**config.mk**
```make
export PLATFORM = sky130hd
export DESIGN_NAME = envelope_sequencer
export DESIGN_NICKNAME = d
export VERILOG_FILES = /design/src/rtl/envelope_sequencer.sv
export SDC_FILE = /design/constraint.sdc
export NUM_CORES = 1
export LEC_CHECK = 0
export CORE_MARGIN = 1.5
export CORE_UTILIZATION = 55
export DETAILED_ROUTE_END_ITERATION = 6
export PLACE_DENSITY_LB_ADDON = 0.15
export SYNTH_ARGS = -nofsm -noshare
export SYNTH_HDL_FRONTEND = slang
export SYNTH_SLANG_ARGS = --single-unit
```
**constraint.sdc**
```tcl
create_clock -name clk -period 8.8 [get_ports clk]
set_input_delay 1.76 -clock clk [delete_from_list [all_inputs] [get_ports clk]]
set_output_delay 1.76 -clock clk [all_outputs]
set_load 0.05 [all_outputs]
```
**src/rtl/envelope_sequencer.sv**
```systemverilog
// Note envelope sequencer: counts a note down on tick strobes and scales the
// incoming sample stream by the decay gain that the external lookup returns.
module envelope_sequencer #(
    parameter int SAMPLE_W = 16
) (
    input  logic                       clk,
    input  logic                       rst,
    input  logic                       note_start,
    input  logic [5:0]                 duration,
    input  logic                       tick,
    output logic [5:0]                 curr,
    output logic [5:0]                 start,
    input  logic [7:0]                 multiple,
    input  logic signed [SAMPLE_W-1:0] sample_in,
    input  logic                       sample_valid,
    output logic signed [SAMPLE_W-1:0] sample_out,
    output logic                       sample_out_valid,
    output logic                       active,
    output logic                       done
);

    localparam int PW = SAMPLE_W + 9;

    typedef enum logic [1:0] {
        ST_IDLE,
        ST_PLAY,
        ST_DONE
    } state_t;

    state_t            state;
    state_t            state_next;
    logic [5:0]        curr_next;
    logic [5:0]        start_next;
    logic [7:0]        gain;
    logic signed [PW-1:0] sample_ext;
    logic signed [PW-1:0] gain_ext;
    logic signed [PW-1:0] product;

    // NOTE: every variable written here gets a default first, so no path
    // leaves it unassigned and no latch is inferred.
    always_comb begin
        state_next = state;
        curr_next  = curr;
        start_next = start;
        if (note_start) begin
            start_next = duration;
            curr_next  = duration;
            state_next = ST_PLAY;
        end else begin
            case (state)
                ST_PLAY: begin
                    if (tick) begin
                        if (curr != 6'd0) curr_next  = curr - 6'd1;
                        else              state_next = ST_DONE;
                    end
                end
                ST_DONE: state_next = ST_IDLE;
                default: state_next = state;
            endcase
        end
    end

    // Silent while idle; the lookup's gain applies through the done cycle.
    assign gain       = (state == ST_IDLE) ? 8'd0 : multiple;
    assign sample_ext = {{9{sample_in[SAMPLE_W-1]}}, sample_in};
    assign gain_ext   = {{(PW-8){1'b0}}, gain};
    assign product    = sample_ext * gain_ext;

    // NOTE: sequential state uses non-blocking assignments so every register
    // samples the pre-edge values regardless of statement order.
    always_ff @(posedge clk) begin
        if (!rst) begin
            state            <= ST_IDLE;
            curr             <= '0;
            start            <= '0;
            active           <= 1'b0;
            done             <= 1'b0;
            sample_out       <= '0;
            sample_out_valid <= 1'b0;
        end else begin
            state            <= state_next;
            curr             <= curr_next;
            start            <= start_next;
            active           <= (state_next == ST_PLAY);
            done             <= (state_next == ST_DONE);
            sample_out_valid <= sample_valid;
            // Arithmetic shift floors toward minus infinity; g <= 1.0 keeps it in range.
            if (sample_valid) sample_out <= SAMPLE_W'(product >>> 7);
        end
    end

endmodule

```
======== Word level (Yosys, flattened, before mapping) ========
Index checks and enable logic that the tools add are counted.
operators by class
  equality and inequality tests ........... 4
  reduce and logical (&&, ||, !) cells .... 6
  multipliers ............................. 1
  mux-type cells .......................... 9
  $add $sub $neg .......................... 1
operator list
  kind                   number
  $mux W6                4
  $mul A16 B9 Y23        1
  $mux W8                1
  $mux W2                3
  $reduce_bool A2 Y1     3
  $reduce_bool A6 Y1     1
  $sub A6 B1 Y6 const B  1
  $eq A2 B1 Y1 const B   2
  $eq A2 B2 Y1 const B   2
  $pmux W2 S2            1
  $reduce_and A3 Y1      1
  $logic_not A2 Y1       1
storage, ports and cells
  word-level logic and storage cells ...... 28
  register bits ........................... 33

======== Logic depth before layout (Yosys ltp) ========
  depth after elaboration ................. 6
  depth in mapped cells ................... 21

======== Worst setup path before layout ========
OpenSTA, ideal clock, no wires.
  kind .................................... input port to flip-flop
  start ................................... input port multiple[1]
  end ..................................... register sample_out[11]
  setup time .............................. 122 ps
  stages on the path ...................... 18
  data required time ...................... 8678 ps
  data arrival time ....................... 6010 ps
  path slack .............................. 2668 ps
  path buffers ............................ 2
  path through ............................ nor2b_1 buf_2 buf_1 nand2_1 fa_1 inv_1 fa_1 inv_1 fa_1 fa_1 inv_1 ha_1 and4_1 nand4_4 a21oi_2 nor2_1 o2111a_1 a221o_1
between the ends
  longest elaborated chain between the ends .. 2
RTL lines
  element                 line  RTL
  start: declaration      13    input logic [7:0] multiple,
  $mux W8                 64    assign gain = (state == ST_IDLE) ? 8'd0 : multiple;
  $mul A16 B9 Y23         67    assign product = sample_ext * gain_ext;
  end signal: assignment  88    if (sample_valid) sample_out <= SAMPLE_W'(product >>> 7);
  end: declaration        16    output logic signed [SAMPLE_W-1:0] sample_out,
No other way between the ends.
A chain may end at the register's enable or synchronous reset.

======== Worst setup path after layout ========
  start ................................... input port multiple[0]
  end ..................................... register sample_out[14]
Same word-level chain as after synthesis.

==> flow_summary.toml <==
[outcome]
status = "completed"

[grt]
grt_pass1_wl_um = 23400
antenna_found_initial = 0
grt_pass1_vias = 5001
grt_overflow = 0
grt_max_degree = 22
grtUsageTotal_pct = 25.8

[route]
top_layer = "met4"
drt_wl_total_um = 12800
wl_met3_um = 566
wl_met2_um = 6030
num_vias = 4570
ant_nets = 0
drt_iter0_drc = 224
drc = 0
met1_length_um = 6100
dr.pass1.iters = 4
post_drt_wl_per_cell_um = 14.9
avgViaCountPerCell = 5.32

[synthesis]
synth-main-ff-cell = "dfxtp_1"
syn_avg_cell_area_um2 = 8.62
ys_ff_latch = 33
synth_xor_area_share_pct = 2.70
async_flop_share_pct = 0
yosys.area_share.simple_pct = 20.6
synth-compound-area-share_pct = 10.3
yosysMostFrequentCell = "inv_1"
synthMuxAreaShare_pct = 0.351
synth_warnings = 0
synth.top_cells.by_area = "fa_1 34%, dfxtp_1 12%, ha_1 9.9%"
synth_area_leader_cell = "fa_1"
synth_cells = 662
synth.top_cell.area_share_pct = 33.7
synthesis.area_mm2 = 0.00570
synth_edf_count = 0
synth_top_cells_by_count = "146 x inv_1, 96 x fa_1, 87 x nand2_1"
synth_top_family_by_area = "adder cells"
yosysSeqAreaShare_pct = 11.6
syn-num-nets = 838
synth_fa_ha_area_share_pct = 43.6
ys_types = 54

[power]
swShare_pct = 46.8
p_per_area_mw_per_mm2 = 128
p_comb_share_pct = 63.2
vdd_drop_max_uv = 123
p_seq_share_pct = 21.8
finalPower_mw = 0.845
p_clk_share_pct = 15.0
switching_power_mw = 0.395
p_int_mw = 0.449
p_leak_nw = 3.19

[worst_hold_path]
hold_path_class = "flop to flop"

[setup_path]
timing.rr.start = "state[0]"
crit_start = "multiple[0]"
crit_slowest_cell = "nor2b_1"
crit_cells = 17
reg2reg_depth = 18
cp_top_family = "adder cells"
crit_path_end = "sample_out[14]"
crit_chain = "clkdlybuf4s50_1 -> nor2b_1 -> nand2_1 -> fa_1 -> inv_1 -> fa_1 -> fa_1 -> inv_1 -> fa_1 -> inv_1 -> ha_1 -> inv_1 -> or3_1 -> a211oi_2 -> a2111oi_2 -> o31ai_1 -> a21oi_1"
crit_type = "input pin to flop"
required_ns = 8.94
r2r_end = "sample_out[14]"
r2r_slack_ns = 2.80
slowest_delay_ns = 0.76
critical_path.max_fanout = 14
startpoint_type = "input pin"
worstPathArrival_ns = 7.26
path_buf_inv = 5
crit_path_end_kind = "flop"

[floorplan]
die_h_um = 105
ioPinCount = 66
fp.dieArea_mm2 = 0.0110
die_w_um = 105
row_count = 36
start_util_pct = 57.6
core-area_mm2 = 0.00991

[layout]
area_delta_synth_final_pct = 15.7
final_nets = 901
drive_gt1_share_pct = 3.72
stdcell_count = 859
diodes = 0
stdcell_area_mm2 = 0.00660

[timing]
hold_viol_final = 0
relSlewSlack_pct = 36.4
slew_violations = 0
rsz0062_at_grt = "false"
setup_viol = 0
max_freq_mhz = 140
tns_ns = 0
finClkSkew_ns = 0.00497
period_share_pct = 80.9
min_period_ns = 7.12
tightest_slew_ns = 0.953

[clock_tree]
root_buffer = "clkbuf_8"
cts_buffers = 5
cts_tree = "done"
post_cts_buffers = 0
cts_resized = 0
ctsHoldBuffers = 0
cts_buffer_depth = 2
clk_pin_slew_ns = 0.07
cts.sinks = 33
clk_latency_ns = 0.28
htreeDepth = 2

[placed_design]
place.port_buffers = 65
placed_area_mm2 = 0.00650
dpl.hpwl_um = 10600
placed_cells = 851
place.gp.congestion = 0.869

[run]
maxCapViolCount = 0
## worst min-delay path by stage
stage	from	end	depth (start not counted)	slack, ns
after CTS	start[2]	start[2]	2	0.47
after global placement	sample_out[6]	sample_out[6]	2	0.44
after global routing	start[3]	start[3]	2	0.50
after floorplan	state[0]	state[0]	2	0.52
final	start[2]	start[2]	2	0.47
after detailed placement	sample_out[4]	sample_out[4]	2	0.46
## placed cells by master, fill, tap and decap left out, types with 4 or more instances in the layout
cell,count
inv_1,146
fa_1,96
nand2_1,87
and2_1,73
clkdlybuf4s50_1,65
ha_1,45
dfxtp_1,33
a21oi_1,25
nor2_1,16
o21ai_0,11
nand3_1,10
nor2b_1,9
xor2_1,8
nor3_1,7
xnor2_1,7
clkbuf_8,7
buf_4,7
nand2b_1,6
o21a_1,5
a21o_1,4
o21ai_1,4
nand3b_1,4
## tightest hold or removal path, stage by stage (launching register included)
cell and delay (ns):
dfxtp_1 0.31, nand2b_1 0.06, a21oi_1 0.06
## power groups by stage
| stage | Combinational [mW] | Clock, mW | Sequential (mW) |
|---|---|---|---|
| 6_report | 0.534 | 0.127 | 0.184 |
| 5_1_grt | 0.602 | 0.134 | 0.187 |
| 4_1_cts | 0.535 | 0.128 | 0.184 |
| 3_5_place_dp | 0.528 | 0 | 0.186 |
| 3_3_place_gp | 0.518 | 0 | 0.186 |
| 2_1_floorplan | 0.309 | 0 | 0.254 |
## registers in the layout (all words and copies together) (netlist names)
register,cells
start,6
state,2
sample_out,16
active,1
curr,6
done,1
sample_out_valid,1
## per-stage QoR
stage          util, %  worst slack [ns]  hold WS, ns
6_report          66.6              1.68        0.471
5_1_grt           66.6              1.35        0.496
4_1_cts           66.6              1.69        0.471
3_5_place_dp      65.6              1.40        0.458
3_3_place_gp      65.6              1.60        0.443
2_1_floorplan        -              2.67        0.516
## final cells by class
type,instances,area (um2)
clock buffer,7,96.3
clock inverter,1,5.00
fill,842,3310
inverter,146,548
multi-input combinational,467,4420
sequential,33,661
tap,133,166
timing repair buffer,72,703
## cells by family after synthesis
family / count (synthesis)
AO/OA/AOI/OAI: 81
buffers and inverters: 162
XOR/XNOR: 16
multiplexers: 2
flip-flops: 33
AND/OR/NAND/NOR: 227
adder cells (fa/ha/maj): 141
## metal layers
layer | GRT usage [%] | vias up
met5 | 0 | -
met4 | 4.79 | 0
met3 | 3.49 | 10
met2 | 42.3 | 102
met1 | 36.9 | 2280
li1 | - | 2178
No activity file was read; power rests on OpenSTA's default activity.
